## config.mk

```make
export PLATFORM = sky130hd
export DESIGN_NAME = distinct_filter
export DESIGN_NICKNAME = d
export VERILOG_FILES = /design/src/rtl/distinct_filter.sv
export SDC_FILE = /design/constraint.sdc
export NUM_CORES = 1
export LEC_CHECK = 0
export BUFFER_PORTS_ARGS = -buffer_cell sky130_fd_sc_hd__buf_2
export CAP_MARGIN = 5
export CORE_MARGIN = 5
export CORE_UTILIZATION = 57
export DETAILED_ROUTE_END_ITERATION = 16
export PLACE_DENSITY = 0.83
export SYNTH_ARGS = -nofsm -noshare
export SYNTH_HDL_FRONTEND = slang
export SYNTH_SLANG_ARGS = --single-unit
```

## constraint.sdc

```tcl
create_clock -name aclk -period 2.5 [get_ports aclk]
set_clock_uncertainty 0.1 [all_clocks]
set_input_delay 0.125 -clock aclk [delete_from_list [all_inputs] [get_ports aclk]]
set_output_delay 0.125 -clock aclk [all_outputs]
set_load 0.03 [all_outputs]
```

## src/rtl/distinct_filter.sv

```systemverilog
// rtl/distinct_filter.sv - drops hit tuples from a key stream, emits distinct keys and per-burst stats
//
// Ports:
//   aclk, aresetn        clock, asynchronous active-low reset
//   clear                synchronous flush of held key, counters and FSM (output register untouched)
//   s_meta_*             input stream: tdata = key, tlast = end of burst, thit = duplicate flag
//   m_meta_*             output stream of distinct keys; thit=1 only on the empty-burst marker
//   stat_distinct/dup    distinct and duplicate counts of the last completed burst
//   stat_valid           one-cycle pulse when the stat outputs update
module distinct_filter #(
    parameter int CNT_BITS = 32,
    parameter int KEY_BITS = 32
) (
    input  logic                aclk,
    input  logic                aresetn,
    input  logic                clear,

    input  logic [KEY_BITS-1:0] s_meta_tdata,
    input  logic                s_meta_tlast,
    input  logic                s_meta_thit,
    input  logic                s_meta_tvalid,
    output logic                s_meta_tready,

    output logic [KEY_BITS-1:0] m_meta_tdata,
    output logic                m_meta_tlast,
    output logic                m_meta_thit,
    output logic                m_meta_tvalid,
    input  logic                m_meta_tready,

    output logic [CNT_BITS-1:0] stat_distinct,
    output logic [CNT_BITS-1:0] stat_dup,
    output logic                stat_valid
);

    typedef enum logic {RUN, FLUSH} state_t;

    state_t              state;
    logic                ov;
    logic [KEY_BITS-1:0] o_key;
    logic                o_last;
    logic                o_hit;
    logic                hv;
    logic [KEY_BITS-1:0] hk;
    logic [CNT_BITS-1:0] cnt_dist;
    logic [CNT_BITS-1:0] cnt_dup;

    logic o_free;
    logic accept;

    function automatic logic [CNT_BITS-1:0] sat_inc(input logic [CNT_BITS-1:0] v);
        return (&v) ? v : v + 1'b1;
    endfunction

    // The output register can take a new value when empty or draining this cycle.
    assign o_free        = !ov || m_meta_tready;
    assign s_meta_tready = aresetn && !clear && (state == RUN) && o_free;
    assign accept        = s_meta_tvalid && s_meta_tready;

    assign m_meta_tvalid = ov;
    assign m_meta_tdata  = o_key;
    assign m_meta_tlast  = o_last;
    assign m_meta_thit   = o_hit;

    always_ff @(posedge aclk or negedge aresetn) begin
        if (!aresetn) begin
            state         <= RUN;
            ov            <= 1'b0;
            o_key         <= '0;
            o_last        <= 1'b0;
            o_hit         <= 1'b0;
            hv            <= 1'b0;
            hk            <= '0;
            cnt_dist      <= '0;
            cnt_dup       <= '0;
            stat_distinct <= '0;
            stat_dup      <= '0;
            stat_valid    <= 1'b0;
        end else begin
            stat_valid <= 1'b0;
            // Drain on handshake; any reload below in the same cycle wins.
            if (ov && m_meta_tready) begin
                ov <= 1'b0;
            end

            if (clear) begin
                hv       <= 1'b0;
                cnt_dist <= '0;
                cnt_dup  <= '0;
                state    <= RUN;
            end else if (state == RUN) begin
                if (accept) begin
                    if (s_meta_thit) begin
                        cnt_dup <= sat_inc(cnt_dup);
                    end else begin
                        // A key is only known not to be the burst's last once the
                        // next distinct key arrives, so it waits in H until then.
                        if (hv) begin
                            ov     <= 1'b1;
                            o_key  <= hk;
                            o_last <= 1'b0;
                            o_hit  <= 1'b0;
                        end
                        hv       <= 1'b1;
                        hk       <= s_meta_tdata;
                        cnt_dist <= sat_inc(cnt_dist);
                    end
                    if (s_meta_tlast) begin
                        state <= FLUSH;
                    end
                end
            end else if (o_free) begin
                // Emit the held key as the burst end, or a marker when the burst had no distinct key.
                ov            <= 1'b1;
                o_key         <= hv ? hk : '0;
                o_last        <= 1'b1;
                o_hit         <= !hv;
                hv            <= 1'b0;
                stat_distinct <= cnt_dist;
                stat_dup      <= cnt_dup;
                stat_valid    <= 1'b1;
                cnt_dist      <= '0;
                cnt_dup       <= '0;
                state         <= RUN;
            end
        end
    end

endmodule

```

==> results of run 1 <==
==> worst max-delay path by stage <==
stage                  endpoint  slack, ns  cells after the start
global route        cnt_dup[26]       0.04                      6
CTS                  cnt_dup[0]       0.25                      7
detailed placement  cnt_dist[9]       0.28                      6
finish              cnt_dist[9]       0.22                      6
global placement    cnt_dist[1]       0.32                      5
floorplan           cnt_dup[12]       0.44                      8
==> registers in the layout, summed over array words and instances, names as in the netlist <==
signal and count:
m_meta_tvalid 1, state 1, cnt_dist 32, stat_distinct 32, hk 32, m_meta_tlast 1
stat_valid 1, stat_dup 32, hv 1, m_meta_tdata 32, cnt_dup 32, m_meta_thit 1
==> power by group <==
part / leakage [nW] / total (mW) / switching, mW / internal [mW]
Sequential: 2.69 / 3.61 / 0.149 / 3.46
Clock: 0.297 / 2.91 / 1.22 / 1.69
Combinational: 2.60 / 1.03 / 0.711 / 0.316
Total: 5.59 / 7.55 / 2.08 / 5.47
==> cells in the final DEF (no fill, tap or decap), types with 5 or more instances in the layout <==
| master | netlist | layout |
|---|---|---|
| nand2_1 | 217 | 217 |
| clkbuf_16 | 0 | 17 |
| and4_1 | 14 | 14 |
| buf_4 | 2 | 35 |
| dlygate4sd3_1 | 0 | 35 |
| o31ai_1 | 35 | 35 |
| o311ai_0 | 9 | 9 |
| and3_1 | 14 | 14 |
| o41ai_1 | 7 | 7 |
| a21o_1 | 5 | 5 |
| a21oi_1 | 7 | 7 |
| nor4_1 | 7 | 7 |
| or3_1 | 5 | 5 |
| nor3_1 | 18 | 18 |
| nor2_1 | 25 | 25 |
| o21ai_1 | 7 | 7 |
| a31oi_1 | 6 | 6 |
| o21ai_0 | 58 | 58 |
| and2_1 | 8 | 8 |
| o211ai_1 | 6 | 6 |
| a211o_1 | 6 | 6 |
| buf_2 | 25 | 138 |
| nand3_1 | 36 | 35 |
| a41oi_1 | 6 | 6 |
| or4_1 | 7 | 7 |
| nand2b_1 | 7 | 7 |
| nand4_1 | 32 | 32 |
| dfrtp_1 | 198 | 198 |
| inv_1 | 7 | 7 |
| mux2_2 | 61 | 61 |
==> routing by layer <==
| metal | global-route usage (%) | part of all wire [%] | vias to the layer above |
|---|---|---|---|
| met3 | 5.000 | 6.5 | 79 |
| met5 | 0 | 0 | - |
| met4 | 10.48 | 3.0 | 0 |
| met1 | 34.61 | 41 | 3817 |
| li1 | - | - | 3649 |
| met2 | 42.56 | 49 | 352 |
==> timing repair <==
action                                  CTS  global route
hold endpoints to repair                232             0
hold buffers                             35             0
gates resized for setup                   0             1
endpoints found under the setup margin    0             1
==> cell families after synthesis <==
family	after synthesis	synth area share, %
buffers and inverters	71	3.406
AND/OR/NAND/NOR	408	21.89
adder cells (fa/ha/maj)	2	0.2724
multiplexers	64	7.806
flip-flops	198	53.94
AO/OA/AOI/OAI	173	12.68
==> layout make-up <==
| cell class | count | area, um2 | area share, % |
|---|---|---|---|
| clock inverters | 13 | 193.9 | 1.741 |
| clock buffers | 19 | 432.9 | 3.886 |
| repair buffers | 210 | 1338 | 12.01 |
| inverters | 7 | 26.28 | 0.2358 |
| flip-flops and latches | 198 | 4955 | 44.47 |
| well taps | 216 | 270.3 | 2.426 |
| multi-input cells | 647 | 3925 | 35.23 |
==> per-stage QoR <==
| stage | setup slack [ns] | utilization [%] |
|---|---|---|
| after detailed placement | 0.2781 | 64.20 |
| after floorplan | 0.4385 | - |
| final | 0.2209 | 70.39 |
| after global placement | 0.3231 | 64.20 |
| after CTS | 0.2460 | 70.37 |
| after global routing | 0.03613 | 70.39 |
==> impl_metrics.tcl, run 1 <==
set metrics [dict create \
    start_kind "flip-flop" \
    num-fill-cells 1183 \
    placed_cells 1243 \
    syn_inst 916 \
    layout.nets 1122 \
    path_clk_slew_ns 0.07 \
    rows 46 \
    rsz0062_at_grt "false" \
    via_per_inst 6.028 \
    avgSynthCellArea_um2 10.03 \
    powerDensity_nw_per_um2 677.3 \
    stdcell_count 1310 \
    ctsLongestPathBuffers 2 \
    synth_top_flop_cell "dfrtp_1" \
    rr_worst_depth 6 \
    fin_crit_sh_pct 91.16 \
    finalSetupViolations 0 \
    synth.ff_latch_count 198 \
    ys_warn_count 0 \
    overflow 0 \
    period_needed_ns 2.279 \
    netlist-cell-type-count 62 \
    postCtsSetupBuffers 0 \
    synth_nets 957 \
    design_area_um2 11140 \
    cts_made_buffers 17 \
    finalHoldViolations 0 \
    startpoint "cnt_dist[17]" \
    start_util_pct 58.03 \
    clock_sinks 198 \
    antenna_cells 0 \
    setup_tns_ns 0 \
    firstDrtPassIters 5 \
    num_vias 7897 \
    cts_tree "done" \
    dp_hpwl_mm 15.22 \
    postRouteAntennaNets 0 \
    placed_cell_area_um2 10160 \
    htreeDepth 4 \
    antenna_found_initial 0 \
    async_reset_ff_share_pct 100.0 \
    p_total_mw 7.546 \
    ir_worst_vdd_mv 0.5034 \
    drcViolationCount 0 \
    ctsRootBufferMaster "clkbuf_16" \
    core_area_um2 15830 \
    yosysTopAreaCellShare_pct 53.94 \
    die-area_um2 18750 \
    worst_r2r_endpoint "cnt_dist[9]" \
    synth_commonest_cells "nand2_1, dfrtp_1, mux2_2, o21ai_0, nand3_1" \
    syn-cell-area_um2 9185 \
    path_cells "and4_1 -> nand4_1 -> nor4_4 -> buf_4 -> o311ai_0 -> o31ai_1" \
    wirelength_mm 23.88 \
    hold_class "in2async" \
    clk_latency_ns 0.44 \
    crit_type "reg2reg" \
    synthTopCellsByArea "dfrtp_1, nand2_1, mux2_2" \
    fmax_ghz 0.4388 \
    gp_congestion 0.9337 \
    grt_pass1_wl_mm 39.05 \
    slew_headroom_pct 31.99 \
    end_kind "flip-flop" \
    area.growth.synth_to_final_pct 21.29 \
    path_max_fanout 8 \
    die_y_um 136.9 \
    ys_seq_area_share_pct 53.94 \
    drt_iter0_drc 867 \
    cp_slowest_cell "nor4_4" \
    rrSetupSlack_ns 0.22 \
    r2r_start "cnt_dist[17]" \
    yosys.area.top_type "dfrtp_1" \
    layout-drive-gt1-share_pct 25.59 \
    synth_edf_count 0 \
    wire_per_inst_um 18.23 \
    power_leakage_nw 5.593 \
    path_delay_family "simple AND/OR/NAND/NOR gates" \
    worst_pin_slew_ns 1.020 \
    cp_num_buf_inv 1 \
    synth.most_common_cell "nand2_1" \
    max_cap_viol_count 0 \
    arrival_ns 2.52 \
    grt_use_total_pct 26.12 \
    dieWidth_um 136.9 \
    portBuffers 139 \
    first_global_vias 7620 \
    status "finished clean" \
    slew_violations 0 \
    io-pin-count 140 \
    cp_slowest_stage_delay_ns 0.49 \
    whs_ns 0.03994 \
    grt_max_degree 198 \
    cp.required_ns 2.74 \
]
Power figures use the tool's default switching activity.
==> run 2: changes to the inputs <==
Settings changed: CELL_PAD_IN_SITES_DETAIL_PLACEMENT set to 1, CELL_PAD_IN_SITES_GLOBAL_PLACEMENT set to 1, CORE_UTILIZATION 57 to 44.
==> run 2 against run 1 <==
Against the previous run: maximum frequency decreased by 3.7%; largest power group unchanged; sequential share of layout area down 0.58 points; combinational power rose by 4%; critical endpoint is now cnt_dist[22].
==> impl_metrics.tcl, run 2 (synthesis gave the netlist of run 1 again) <==
set metrics [dict create \
    ctsLongestPathBuffers 2 \
    setup_tns_ns 0 \
    power_switching_mw 2.282 \
    wire_per_inst_um 21.04 \
    end_kind "flip-flop" \
    path_cells "nor4b_2 -> nand3_2 -> nor4_1 -> a32oi_1 -> o21ai_1" \
    clock_sinks 198 \
    slew_violations 0 \
    via_per_inst 5.949 \
    placed_cells 1310 \
    num_vias 8210 \
    antenna_found_initial 3 \
    overflow 0 \
    die_y_um 154.5 \
    preCtsSetupSlack_ns 0.1969 \
    powerDensity_nw_per_um2 665.4 \
    core_area_um2 20360 \
    stdcell_count 1380 \
    dieWidth_um 154.5 \
    num-fill-cells 2318 \
    gp_congestion 0.8275 \
    area.growth.synth_to_final_pct 22.90 \
    fmax_ghz 0.4227 \
    rrSetupSlack_ns 0.13 \
    htreeDepth 4 \
    combPwrFrac_pct 14.2 \
    dp_hpwl_mm 18.57 \
    worst_slack_ns 0.1342 \
    cp.required_ns 2.76 \
    rows 52 \
    rr_worst_depth 5 \
    firstDrtPassIters 8 \
    clk_latency_ns 0.45 \
    path_max_fanout 14 \
    ir_worst_vdd_mv 0.4906 \
    clockPowerShare_pct 37.5 \
    arrival_ns 2.63 \
    drt_iter0_drc 436 \
    slew_headroom_pct 40.05 \
    worst_pin_slew_ns 0.8993 \
    netSwitchingFraction_pct 30.38 \
    postRouteAntennaNets 0 \
    layout-drive-gt1-share_pct 26.65 \
    path_clk_slew_ns 0.08 \
    period_needed_ns 2.366 \
    cp_num_buf_inv 0 \
    p_int_mw 5.229 \
    whs_ns 0.04676 \
    start_kind "flip-flop" \
    start_util_pct 45.10 \
    status "finished clean" \
    cp_slowest_cell "nor4b_2" \
    io-pin-count 140 \
    ctsRootBufferMaster "clkbuf_16" \
    p_total_mw 7.511 \
    wirelength_mm 29.03 \
    finalSetupViolations 0 \
    layout.nets 1135 \
    worst_r2r_endpoint "cnt_dist[22]" \
    hold_class "in2async" \
    max_cap_viol_count 0 \
    postCtsSetupBuffers 0 \
    crit_type "reg2reg" \
    fin_crit_sh_pct 94.63 \
    grt_max_degree 72 \
    power_leakage_nw 5.651 \
    grt_pass1_wl_mm 47.35 \
    finalHoldViolations 0 \
    cts_tree "done" \
    p_seq_share_pct 48.2 \
    grt_use_total_pct 24.51 \
    die-area_um2 23860 \
    cts_made_buffers 17 \
    layout_commonest_cell "nand2_1" \
    portBuffers 139 \
    first_global_vias 8804 \
    cp_slowest_stage_delay_ns 0.57 \
    final_cell_mix "nand2_1, dfrtp_1, buf_2" \
    r2r_start "state" \
    path_delay_family "simple AND/OR/NAND/NOR gates" \
    drcViolationCount 0 \
]
==> run 2: cell type report <==
| class | instances | area, um2 | share of cell area [%] |
|---|---|---|---|
| diodes | 3 | 7.507 | 0.06650 |
| multi-input cells | 647 | 3930 | 34.81 |
| flip-flops and latches | 198 | 4955 | 43.89 |
| inverters | 7 | 26.28 | 0.2328 |
| repair buffers | 223 | 1435 | 12.71 |
| well taps | 270 | 337.8 | 2.993 |
| clock inverters | 14 | 157.7 | 1.397 |
| clock buffers | 18 | 439.2 | 3.890 |
==> run 2: power groups by stage <==
| stage | sequential, mW | combinational [mW] | clock (mW) |
|---|---|---|---|
| 3_3_place_gp | 3.67 | 0.963 | 0 |
| 3_5_place_dp | 3.67 | 1.01 | 0 |
| 5_1_grt | 3.65 | 1.16 | 3.00 |
| 4_1_cts | 3.62 | 1.07 | 2.87 |
| 2_1_floorplan | 3.95 | 0.306 | 0 |
| 6_report | 3.62 | 1.07 | 2.82 |
==> run 2: metrics by stage <==
stage	util, %	area [um2]
after detailed placement	50.71	10330
final	55.43	11290
after CTS	55.36	11270
after floorplan	-	9185
after global routing	55.43	11290
after global placement	50.71	10330
==> run 2: worst max-delay path by stage <==
stage | start | endpoint | slack, ns | cells after the start
6_report | state | cnt_dist[22] | 0.13 | 5
5_1_grt | state | cnt_dist[22] | -0.02 | 5
4_1_cts | state | m_meta_tdata[6] | 0.13 | 5
3_5_place_dp | cnt_dist[10] | cnt_dist[19] | 0.20 | 6
3_3_place_gp | cnt_dist[11] | cnt_dist[10] | 0.27 | 6
2_1_floorplan | cnt_dup[0] | cnt_dup[12] | 0.44 | 8
==> run 2: routing by layer <==
metal | GRT usage (%) | wire length (um) | up-vias
met4 | 11.23 | 1052 | 0
li1 | - | - | 3657
met5 | 0 | 0 | -
met3 | 3.604 | 1067 | 69
met2 | 41.95 | 14860 | 242
met1 | 30.75 | 12050 | 4242
==> run 2: timing repair <==
item / 4_1_cts / 5_1_grt
hold buffers: 35 / 0
hold endpoints to repair: 91 / 0
setup endpoints to repair: 0 / 22
gates resized for setup: 0 / 1
==> run 2: worst register-to-register path: stages (launching register included) <==
cell and delay [ns]:
dfrtp_1 0.51, nor4b_2 0.57, nand3_2 0.39, nor4_1 0.45, a32oi_1 0.15, o21ai_1 0.12
